File: src/rtl/rv32_pipe_pkg.sv
// Shared encodings for the RV32I pipeline hazard logic.
// Forward-select codes, hazard FSM states and the operand-forward rule.
package rv32_pipe_pkg;

   localparam logic [1:0] FWD_RF  = 2'b00;
   localparam logic [1:0] FWD_WB  = 2'b01;
   localparam logic [1:0] FWD_MEM = 2'b10;

   typedef enum logic [1:0] {
      ST_RUN  = 2'd0,
      ST_WAIT = 2'd1,
      ST_ERR  = 2'd2
   } hz_state_t;

   // MEM beats WB because it holds the younger write to the same register.
   function automatic logic [1:0] fwd_sel(
      input logic [4:0] rs,
      input logic       wr_m,
      input logic [4:0] rd_m,
      input logic       wr_w,
      input logic [4:0] rd_w
   );
      if (wr_m && (rd_m != 5'd0) && (rd_m == rs))
         return FWD_MEM;
      else if (wr_w && (rd_w != 5'd0) && (rd_w == rs))
         return FWD_WB;
      else
         return FWD_RF;
   endfunction

endpackage

File: src/rtl/hazard_forward_unit.sv
// EX operand bypass select; purely combinational, 0 cycles latency,
// no flow control (evaluated every cycle in every hazard state).
module hazard_forward_unit
   import rv32_pipe_pkg::*;
(
   input  logic [4:0] rs1_E,
   input  logic [4:0] rs2_E,
   input  logic [4:0] rd_M,
   input  logic       regWrite_M,
   input  logic [4:0] rd_W,
   input  logic       regWrite_W,
   output logic [1:0] ForwardAE,
   output logic [1:0] ForwardBE
);

   assign ForwardAE = fwd_sel(rs1_E, regWrite_M, rd_M, regWrite_W, rd_W);
   assign ForwardBE = fwd_sel(rs2_E, regWrite_M, rd_M, regWrite_W, rd_W);

endmodule

File: src/rtl/pipeline_hazard_ctrl.sv
// Pipeline hazard scheduler: stall/flush/forward outputs are combinational (0 latency);
// a dmem wait stalls the whole front end, and a wait of MAX_WAIT cycles locks it up until reset.
module pipeline_hazard_ctrl
   import rv32_pipe_pkg::*;
#(
   parameter int MAX_WAIT = 16,
   parameter int CNT_W    = 16
)
(
   input  logic             clk,
   input  logic             rst,
   input  logic [4:0]       rs1_D,
   input  logic [4:0]       rs2_D,
   input  logic [4:0]       rs1_E,
   input  logic [4:0]       rs2_E,
   input  logic [4:0]       rd_E,
   input  logic             memRead_E,
   input  logic [4:0]       rd_M,
   input  logic [4:0]       rd_W,
   input  logic             regWrite_M,
   input  logic             regWrite_W,
   input  logic             redirect_E,
   input  logic             dmem_req_M,
   input  logic             dmem_ready_M,
   output logic             StallF,
   output logic             StallD,
   output logic             StallE,
   output logic             StallM,
   output logic             FlushD,
   output logic             FlushE,
   output logic [1:0]       ForwardAE,
   output logic [1:0]       ForwardBE,
   output logic             err_timeout,
   output logic [CNT_W-1:0] stall_cnt,
   output logic [CNT_W-1:0] flush_cnt
);

   localparam int WCW = $clog2(MAX_WAIT + 1);

   hz_state_t      state;
   logic [WCW-1:0] wait_cnt;
   logic           mem_wait;
   logic           lu;

   assign mem_wait = dmem_req_M & ~dmem_ready_M;
   assign lu       = memRead_E & (rd_E != 5'd0) & ((rd_E == rs1_D) | (rd_E == rs2_D));

   hazard_forward_unit u_fwd (
      .rs1_E      (rs1_E),
      .rs2_E      (rs2_E),
      .rd_M       (rd_M),
      .regWrite_M (regWrite_M),
      .rd_W       (rd_W),
      .regWrite_W (regWrite_W),
      .ForwardAE  (ForwardAE),
      .ForwardBE  (ForwardBE)
   );

   // Stalling everything during a wait keeps a pending redirect parked in EX.
   always_comb begin
      StallF = 1'b0;
      StallD = 1'b0;
      StallE = 1'b0;
      StallM = 1'b0;
      FlushD = 1'b0;
      FlushE = 1'b0;
      if ((state == ST_ERR) || mem_wait) begin
         StallF = 1'b1;
         StallD = 1'b1;
         StallE = 1'b1;
         StallM = 1'b1;
      end else if (redirect_E) begin
         FlushD = 1'b1;
         FlushE = 1'b1;
      end else if (lu) begin
         StallF = 1'b1;
         StallD = 1'b1;
         FlushE = 1'b1;
      end
   end

   always_ff @(posedge clk) begin
      if (rst) begin
         state       <= ST_RUN;
         wait_cnt    <= '0;
         err_timeout <= 1'b0;
         stall_cnt   <= '0;
         flush_cnt   <= '0;
      end else begin
         if (StallF && (stall_cnt != {CNT_W{1'b1}}))
            stall_cnt <= stall_cnt + CNT_W'(1);
         if ((FlushD | FlushE) && (flush_cnt != {CNT_W{1'b1}}))
            flush_cnt <= flush_cnt + CNT_W'(1);

         case (state)
            ST_RUN: begin
               if (mem_wait) begin
                  wait_cnt <= WCW'(1);
                  if (MAX_WAIT <= 1) begin
                     state       <= ST_ERR;
                     err_timeout <= 1'b1;
                  end else begin
                     state <= ST_WAIT;
                  end
               end
            end
            // A dropped request ends the wait just like a ready does.
            ST_WAIT: begin
               if (!mem_wait) begin
                  state    <= ST_RUN;
                  wait_cnt <= '0;
               end else begin
                  wait_cnt <= wait_cnt + WCW'(1);
                  if (wait_cnt == WCW'(MAX_WAIT - 1)) begin
                     state       <= ST_ERR;
                     err_timeout <= 1'b1;
                  end
               end
            end
            default: state <= ST_ERR;
         endcase
      end
   end

endmodule
File: config.mk
export PLATFORM = sky130hd
export DESIGN_NAME = pipeline_hazard_ctrl
export DESIGN_NICKNAME = d
export VERILOG_FILES = /design/src/rtl/rv32_pipe_pkg.sv /design/src/rtl/hazard_forward_unit.sv /design/src/rtl/pipeline_hazard_ctrl.sv
export SDC_FILE = /design/constraint.sdc
export NUM_CORES = 1
export LEC_CHECK = 0
export CORE_ASPECT_RATIO = 0.5
export CORE_UTILIZATION = 49
export CTS_CLUSTER_SIZE = 20
export DETAILED_ROUTE_END_ITERATION = 7
export PLACE_DENSITY = 0.86
export SLEW_MARGIN = 30
export SYNTH_ARGS = -nofsm -noshare
export SYNTH_HDL_FRONTEND = slang
export SYNTH_SLANG_ARGS = --single-unit
File: constraint.sdc
create_clock -name clk -period 5.75 [get_ports clk]
set_input_delay 1.725 -clock clk [delete_from_list [all_inputs] [get_ports clk]]
set_output_delay 1.725 -clock clk [all_outputs]
set_load 0.03 [all_outputs]
Word level (Yosys, flattened, before mapping) --
Cells that the tools add are included.
Word-level totals: flip-flop bits (word level) 40, output and inout bits 43, word-level logic and storage cells 63
Operators by class: add/subtract/negate cells 3, eq/ne operators 13, muxes and demuxes 19, reduce and logical (&&, ||, !) cells 17, bitwise operators 6
Operators with widths (number):
- 16-bit by 1-bit adder with 16-bit output (second input constant) | 2
- 16-bit != test (second input constant) | 2
- 5-bit equality test | 6
- 5-bit nonzero test | 3
- 1-bit two-way mux | 10
- 2-bit two-way mux | 5
- 5-bit two-way mux | 2
- 5-bit one-hot mux with 2 select lines | 1
- 1-bit logical AND | 8
- 5-bit by 1-bit adder with 5-bit output (second input constant) | 1
- 5-bit by 4-bit equality test with 1-bit output (second input constant) | 1
- 2-bit one-hot mux with 2 select lines | 1
- 2-bit AND reduction | 2
- 1-bit bitwise AND | 3
- 3-bit != test (second input constant) | 1
- 3-bit AND reduction | 1
- 2-bit by 1-bit equality test with 1-bit output (second input constant) | 1
- 2-bit equality test (second input constant) | 1
- 2-bit logical NOT | 1
- 2-bit != test (second input constant) | 1
- 1-bit bitwise OR | 2
- 2-bit nonzero test | 1
- 1-bit logical OR | 1
- 1-bit inverter | 1

Depth between registers and ports, before layout --
Gate-level depths: netlist of run 1.
depth after elaboration 8, gate-level depth with buffers 9, depth with buffers taken out 7

Modules after synthesis --
Synthesis of run 1 repeated with hierarchy kept, for this count alone.
Unflattened totals: cells, all modules 273, area, all modules 2270.9 µm²
By module, submodules not included:
- pipeline_hazard_ctrl | times used 1, seq. area each 800.8 µm², cells an instance 239, area each 2013.2 µm²
- hazard_forward_unit | times used 1, seq. area each 0.0 µm², cells an instance 34, area each 257.7 µm²

Least setup slack after synthesis of run 1 --
Ideal clock, no wire load.
path type in2out, start point input rd_M[1], end point output ForwardAE[0], arrival 3.662 ns, cell stages on the path 4, data required time 4.025 ns, path buffers 0, slack 0.363 ns, path through or4_1 > o21ai_0 > nor4_1 > nor4_1
Between the ends: longest elaborated chain between the ends 4
RTL lines:
- from (decl) | line pipeline_hazard_ctrl.sv:18 | input logic [4:0] rd_M,
- 5-bit nonzero test | line rv32_pipe_pkg.sv:23 | if (wr_m && (rd_m != 5'd0) && (rd_m == rs))
- 1-bit logical AND | line rv32_pipe_pkg.sv:23
- 1-bit logical AND * | line rv32_pipe_pkg.sv:23
- 2-bit two-way mux * | line rv32_pipe_pkg.sv:23
- to (decl) | line pipeline_hazard_ctrl.sv:31 | output logic [1:0] ForwardAE,
Every way passes the cells marked *; elsewhere a longest branch is shown, timed or not.

Final worst setup path of run 1 --
start point input rd_E[0], end point output StallF
Between the ends: longest elaborated chain between the ends 6
RTL lines:
- from (decl) | line pipeline_hazard_ctrl.sv:16 | input logic [4:0] rd_E,
- 5-bit equality test / 5-bit nonzero test (equally long branches) | line pipeline_hazard_ctrl.sv:46 | assign lu = memRead_E & (rd_E != 5'd0) & ((rd_E == rs1_D) | (rd_E == rs2_D));
- 1-bit bitwise OR / 1-bit bitwise AND (equally long branches) | line pipeline_hazard_ctrl.sv:46
- 1-bit bitwise AND * | line pipeline_hazard_ctrl.sv:46
- 1-bit two-way mux * | line pipeline_hazard_ctrl.sv:75 | end else if (lu) begin
- 1-bit two-way mux * | line pipeline_hazard_ctrl.sv:72 | end else if (redirect_E) begin
- 1-bit two-way mux * | line pipeline_hazard_ctrl.sv:67 | if ((state == ST_ERR) || mem_wait) begin
- to (decl) | line pipeline_hazard_ctrl.sv:25 | output logic StallF,
Marks and branches as above.

==> results of run 1 <==
[worst max-delay path, cell delays in order]
cell	delay, ps
clkdlybuf4s50_1	510
xor2_1	220
nor3_2	250
a22o_1	270
a31o_2	230
clkdlybuf4s50_1	680
[area by class of cell]
cell class	instances	area, um^2	share of cell area [%]
Multi-Input combinational cell	231	1540	44.6
Timing Repair Buffer	87	856	24.8
Sequential cell	40	801	23.2
Tap cell	66	82.6	2.40
Clock buffer	5	68.8	2.00
Clock inverter	2	60.1	1.74
Inverter	11	41.3	1.20
[stage by stage]
step | instance area (um^2) | power (mW)
floorplan | 2460 | 0.351
global placement | 3320 | 0.400
finish | 3450 | 0.669
global route | 3450 | 0.691
CTS | 3450 | 0.672
detailed placement | 3320 | 0.404
[report_power, final]
part	internal, mW	switching, mW
sequential	0.280	0.00397
clock	0.171	0.0997
combinational	0.0557	0.0591
total	0.507	0.163
[cells in the final DEF (no fill, tap or decap), types with 6 or more instances in the layout]
| cell | synthesis | final |
|---|---|---|
| xnor2_1 | 10 | 10 |
| nand2_1 | 7 | 7 |
| dfxtp_1 | 40 | 40 |
| a21oi_1 | 21 | 21 |
| clkdlybuf4s50_1 | 0 | 82 |
| or3_1 | 10 | 10 |
| and3_1 | 16 | 16 |
| nand3_1 | 23 | 23 |
| xor2_1 | 26 | 26 |
| nand4_1 | 6 | 6 |
| or4_1 | 9 | 9 |
| nor2_1 | 31 | 31 |
| nor2b_1 | 7 | 7 |
| inv_1 | 10 | 10 |
| o21ai_1 | 8 | 8 |
[metal layers]
layer,up-vias,share of wire (%)
li1,1224,-
met1,1135,45
met2,59,50
met3,9,3.5
met4,0,1.1
met5,-,0
[worst paths after layout]
path / start / end / cells past startpoint
setup / recovery: rd_E[0] / StallF / 6
hold / removal: err_timeout / err_timeout / 2
setup reg to reg: flush_cnt[0] / flush_cnt[10] / 7
hold reg to reg: err_timeout / err_timeout / 2
[kinds of logic after synthesis]
kind of cell             share of synthesized area (%)
AND/OR/NAND/NOR                                   28.2
AO/OA/AOI/OAI                                     15.2
flip-flops                                        32.6
XOR/XNOR                                          12.8
buffers and inverters                             4.93
multiplexers                                      4.32
adder cells (fa/ha/maj)                           2.03
[flip-flops by register name, indices dropped and copies added (netlist names)]
register	count
err_timeout	1
flush_cnt	16
wait_cnt	5
state	2
stall_cnt	16
==> run summary, run 1 <==
IO Port Bufs - 85
routed length per placed instance - 14.2 um
vias - 2427
met1 GRT Util - 29.1%
largest area contributor in the netlist - dfxtp_1
maximum VDD drop - 0.0000953 V
clk sink count - 40
RSZ-0062 raised after global routing - no
type of the worst setup path - in2out
Starting Density - 53.3%
FF-to-FF setup slack - 3260 ps
Worst EP required - 4030 ps
#FFs+latches synth - 40
global routing's busiest layer - met2
Chip Height - 52.1 um
Post-CTS Resized - 0
crit path time final - 5610 ps
Synth cell types - 50
total CTS buffers - 5
Via-to-Cell Ratio - 5.49
Slew @ Worst Pin - 645 ps
full die area - 5320 um^2
Post-synth EDFFs - 0
count leader, synth - dfxtp_1
setup TNS - 0 ps
Row Count - 17
Seq/Total Area, Yosys - 32.6%
Area growth syn-to-layout - 40.1%
CP max FO - 4
fraction of registers with async set/reset - 0%
Tcrit/Tclk final - 97.5%
grt met2 use - 45.2%
final setup fails - 0
leakage power - 1.24 nW
number of global-route vias before repair - 2248
max-slew violations - 0
largest cells by area after synthesis - dfxtp_1 (33%), xor2_1 (9.3%), nor2_1 (4.7%)
CP startpoint kind - input pin
final worst clock skew - 7.27 ps
total grt overflow - 0
TritonRoute pass-1 iters - 4
synth cell count leaders - dfxtp_1 (40), nor2_1 (31), xor2_1 (26)
largest net degree at the start of global routing - 28
grt met3 use - 3.63%
pre-CTS setup slack - 181 ps
I/O Pins - 86
status - finished clean
final worst setup slack - 145 ps
Hold/Removal Path Class - reg2reg
Synth Net Count - 340
Pwr Density - 194 nW/um^2
Routed Antenna Nets - 0
Max-slew headroom - 57.0%
layout cells sized above 1 - 6.91%
first-pass GRT wire length - 10.1 mm
worst hold slack - 454 ps
Synth Warn # - 0
Hold-fix buffers, CTS - 0
H-Tree Depth - 2
Cells after Synth - 293
Top FF cell, synth - dfxtp_1
Hold Vio Cnt, Final - 0
routed wire length - 6.27 mm
GRT Total Usage - 24.2%
worst-skew pair later-pin latency - 300 ps
Final HPWL DP - 4.82 mm
Yosys top cell area share - 32.6%
fin cells - 442
Layout Nets - 423
DRC - 0
Core Util, Final - 74.7%
Max Cap Viol - 0
CTS tree - built
fillers - 351
Core Area - 4620 um^2
# placed instances - 435
routability cong. - 0.822
Mean Syn Cell Area - 8.40 um^2
die width - 102 um
Worst Setup End Kind - output pin
Post-Syn Area - 2460 um^2
diode count - 0
Initial DRC Count - 82
Max Fclk - 178 MHz
initial antenna violation count - 0
Root Buffer Master - clkbuf_8
Clock Tree Buf Depth - 2
clock slew at reported path FFs - 70 ps
post-CTS setup buffers - 0
Worst EP arrival - 3880 ps
No activity file was read; power rests on OpenSTA's default activity.
==> run 2, diff against run 1 <==
CORE_MARGIN = 2   (was unset)
CTS_CLUSTER_SIZE = unset   (was 20)
==> run 2 against run 1 <==
Against the previous run:
- non-clock buffer count up 6
- global-route usage down 0.37 points
- sequential power about the same
- critical path type unchanged
- critical endpoint unchanged
==> run summary, run 2 (same netlist as run 1, synthesis figures left out) <==
Clk pwr share - 39.1%
clk sink count - 40
clock slew at reported path FFs - 70 ps
Area growth syn-to-layout - 42.1%
routed length per placed instance - 14.7 um
Layout Nets - 429
endpoint of the worst hold path - err_timeout
Slew @ Worst Pin - 608 ps
Core Util, Final - 71.5%
Post-Layout Inst Area - 3500 um^2
GRT Total Usage - 23.8%
CP max stage cell - clkdlybuf4s50_1
fin cells - 453
Max-slew headroom - 59.5%
Pwr Density - 190 nW/um^2
crit path time final - 5570 ps
crit-path cells - clkdlybuf4s50_1, or4_4, o21a_1, a31o_2, clkdlybuf4s50_1
logic gate share of total power - 18.0%
worst-case reg-to-reg path depth - 7
total CTS buffers - 5
Hold-fix buffers, CTS - 0
FF-to-FF setup slack - 3210 ps
Max Cap Viol - 0
CP max FO - 4
Via-to-Cell Ratio - 5.59
layout cells sized above 1 - 8.36%
TritonRoute pass-1 iters - 4
Min-Delay Path Depth - 2
Hold Vio Cnt, Final - 0
type of the worst setup path - in2out
leakage power - 1.27 nW
worst hold slack - 457 ps
Post-CTS Resized - 1
# placed instances - 445
diode count - 0
Int Pwr - 0.492 mW
final total power - 0.663 mW
final setup fails - 0
final worst clock skew - 7.90 ps
Core Area - 4890 um^2
Worst EP arrival - 3850 ps
DRC - 0
full die area - 5640 um^2
most frequent cells in the layout - clkdlybuf4s50_1 (82), dfxtp_1 (40), nor2_1 (31)
worst-skew pair later-pin latency - 310 ps
most common cell after layout, fill and taps aside - clkdlybuf4s50_1
area post-placement - 3380 um^2
Psw - 0.171 mW
Hold/Removal Path Class - reg2reg
initial antenna violation count - 0
max-slew violations - 0
vias - 2531
biggest regs - flush_cnt: 16 flops, stall_cnt: 16 flops, wait_cnt: 5 flops
CTS tree - built
routability cong. - 0.852
Clock Tree Buf Depth - 2
number of global-route vias before repair - 2425
Tcrit/Tclk final - 96.9%
pre-CTS setup slack - -39.9 ps
setup TNS - 0 ps
CP startpoint kind - input pin
status - finished clean
RSZ-0062 raised after global routing - no
Worst Setup End Kind - output pin
largest stage delay on the critical path - 600 ps
Final HPWL DP - 5.02 mm
Worst EP required - 4030 ps
Routed Antenna Nets - 0
final worst setup slack - 176 ps
post-CTS setup buffers - 0
Initial DRC Count - 71
Reg power frac - 42.9%
routed wire length - 6.65 mm
R2R Path End - flush_cnt[10]
Row Count - 18
H-Tree Depth - 2
Chip Height - 54.1 um
Max Fclk - 179 MHz
Hold Crit Start - err_timeout
Root Buffer Master - clkbuf_8
IO Port Bufs - 85
first-pass GRT wire length - 10.6 mm
largest net degree at the start of global routing - 28
RR Startpoint - flush_cnt[0]
die width - 104 um
I/O Pins - 86
Sw Ratio - 25.8%
total grt overflow - 0
Starting Density - 50.3%
maximum VDD drop - 0.0000947 V
Crit path top cell by count - clkdlybuf4s50_1
[run 2: changes by cell type in the layout (fill, tap and decap cells not counted)]
cell           change
bufinv_16          -1
clkbuf_8           +2
buf_4              +5
dlygate4sd2_1      +1
[run 2: final cells by class]
type                    count  area (um^2)
multi-input cells         231         1540
fillers                   394         1390
repair buffers             93          902
flip-flops and latches     40          801
clock buffers               7         96.3
well taps                  70         87.6
inverters                  11         41.3
clock inverters             1         30.0
[run 2: worst max-delay path, delay by kind of cell]
kind / cells / cell delay (ps)
AND/OR/NAND/NOR: 1 / 570
AO/OA/AOI/OAI: 2 / 480
buffers and inverters: 2 / 1080
[run 2: routing by layer]
| metal | wire, um | vias to the layer above | track usage [%] |
|---|---|---|---|
| li1 | - | 1233 | - |
| met1 | 2820 | 1213 | 25.0 |
| met2 | 3370 | 69 | 47.7 |
| met3 | 318 | 16 | 5.21 |
| met4 | 143 | 0 | 11.7 |
| met5 | 0 | - | 0 |
[run 2: how the worst max path moves through the flow]
stage	startpoint	endpoint	slack (ps)	depth (start not counted)
2_1_floorplan	rd_M[1]	ForwardAE[0]	360	4
3_3_place_gp	rd_M[1]	ForwardAE[0]	30	6
3_5_place_dp	rd_M[1]	ForwardAE[0]	-40	6
4_1_cts	rd_E[1]	StallF	170	5
5_1_grt	rd_E[1]	FlushE	100	6
6_report	rd_E[1]	StallF	180	5
[run 2: power by group through the flow]
stage               Combinational (mW)  Sequential [mW]  Clock, mW
global placement                 0.113            0.290          0
detailed placement               0.118            0.291          0
finish                           0.119            0.284      0.259
CTS                              0.119            0.284      0.258
global route                     0.127            0.285      0.272
floorplan                       0.0564            0.295          0
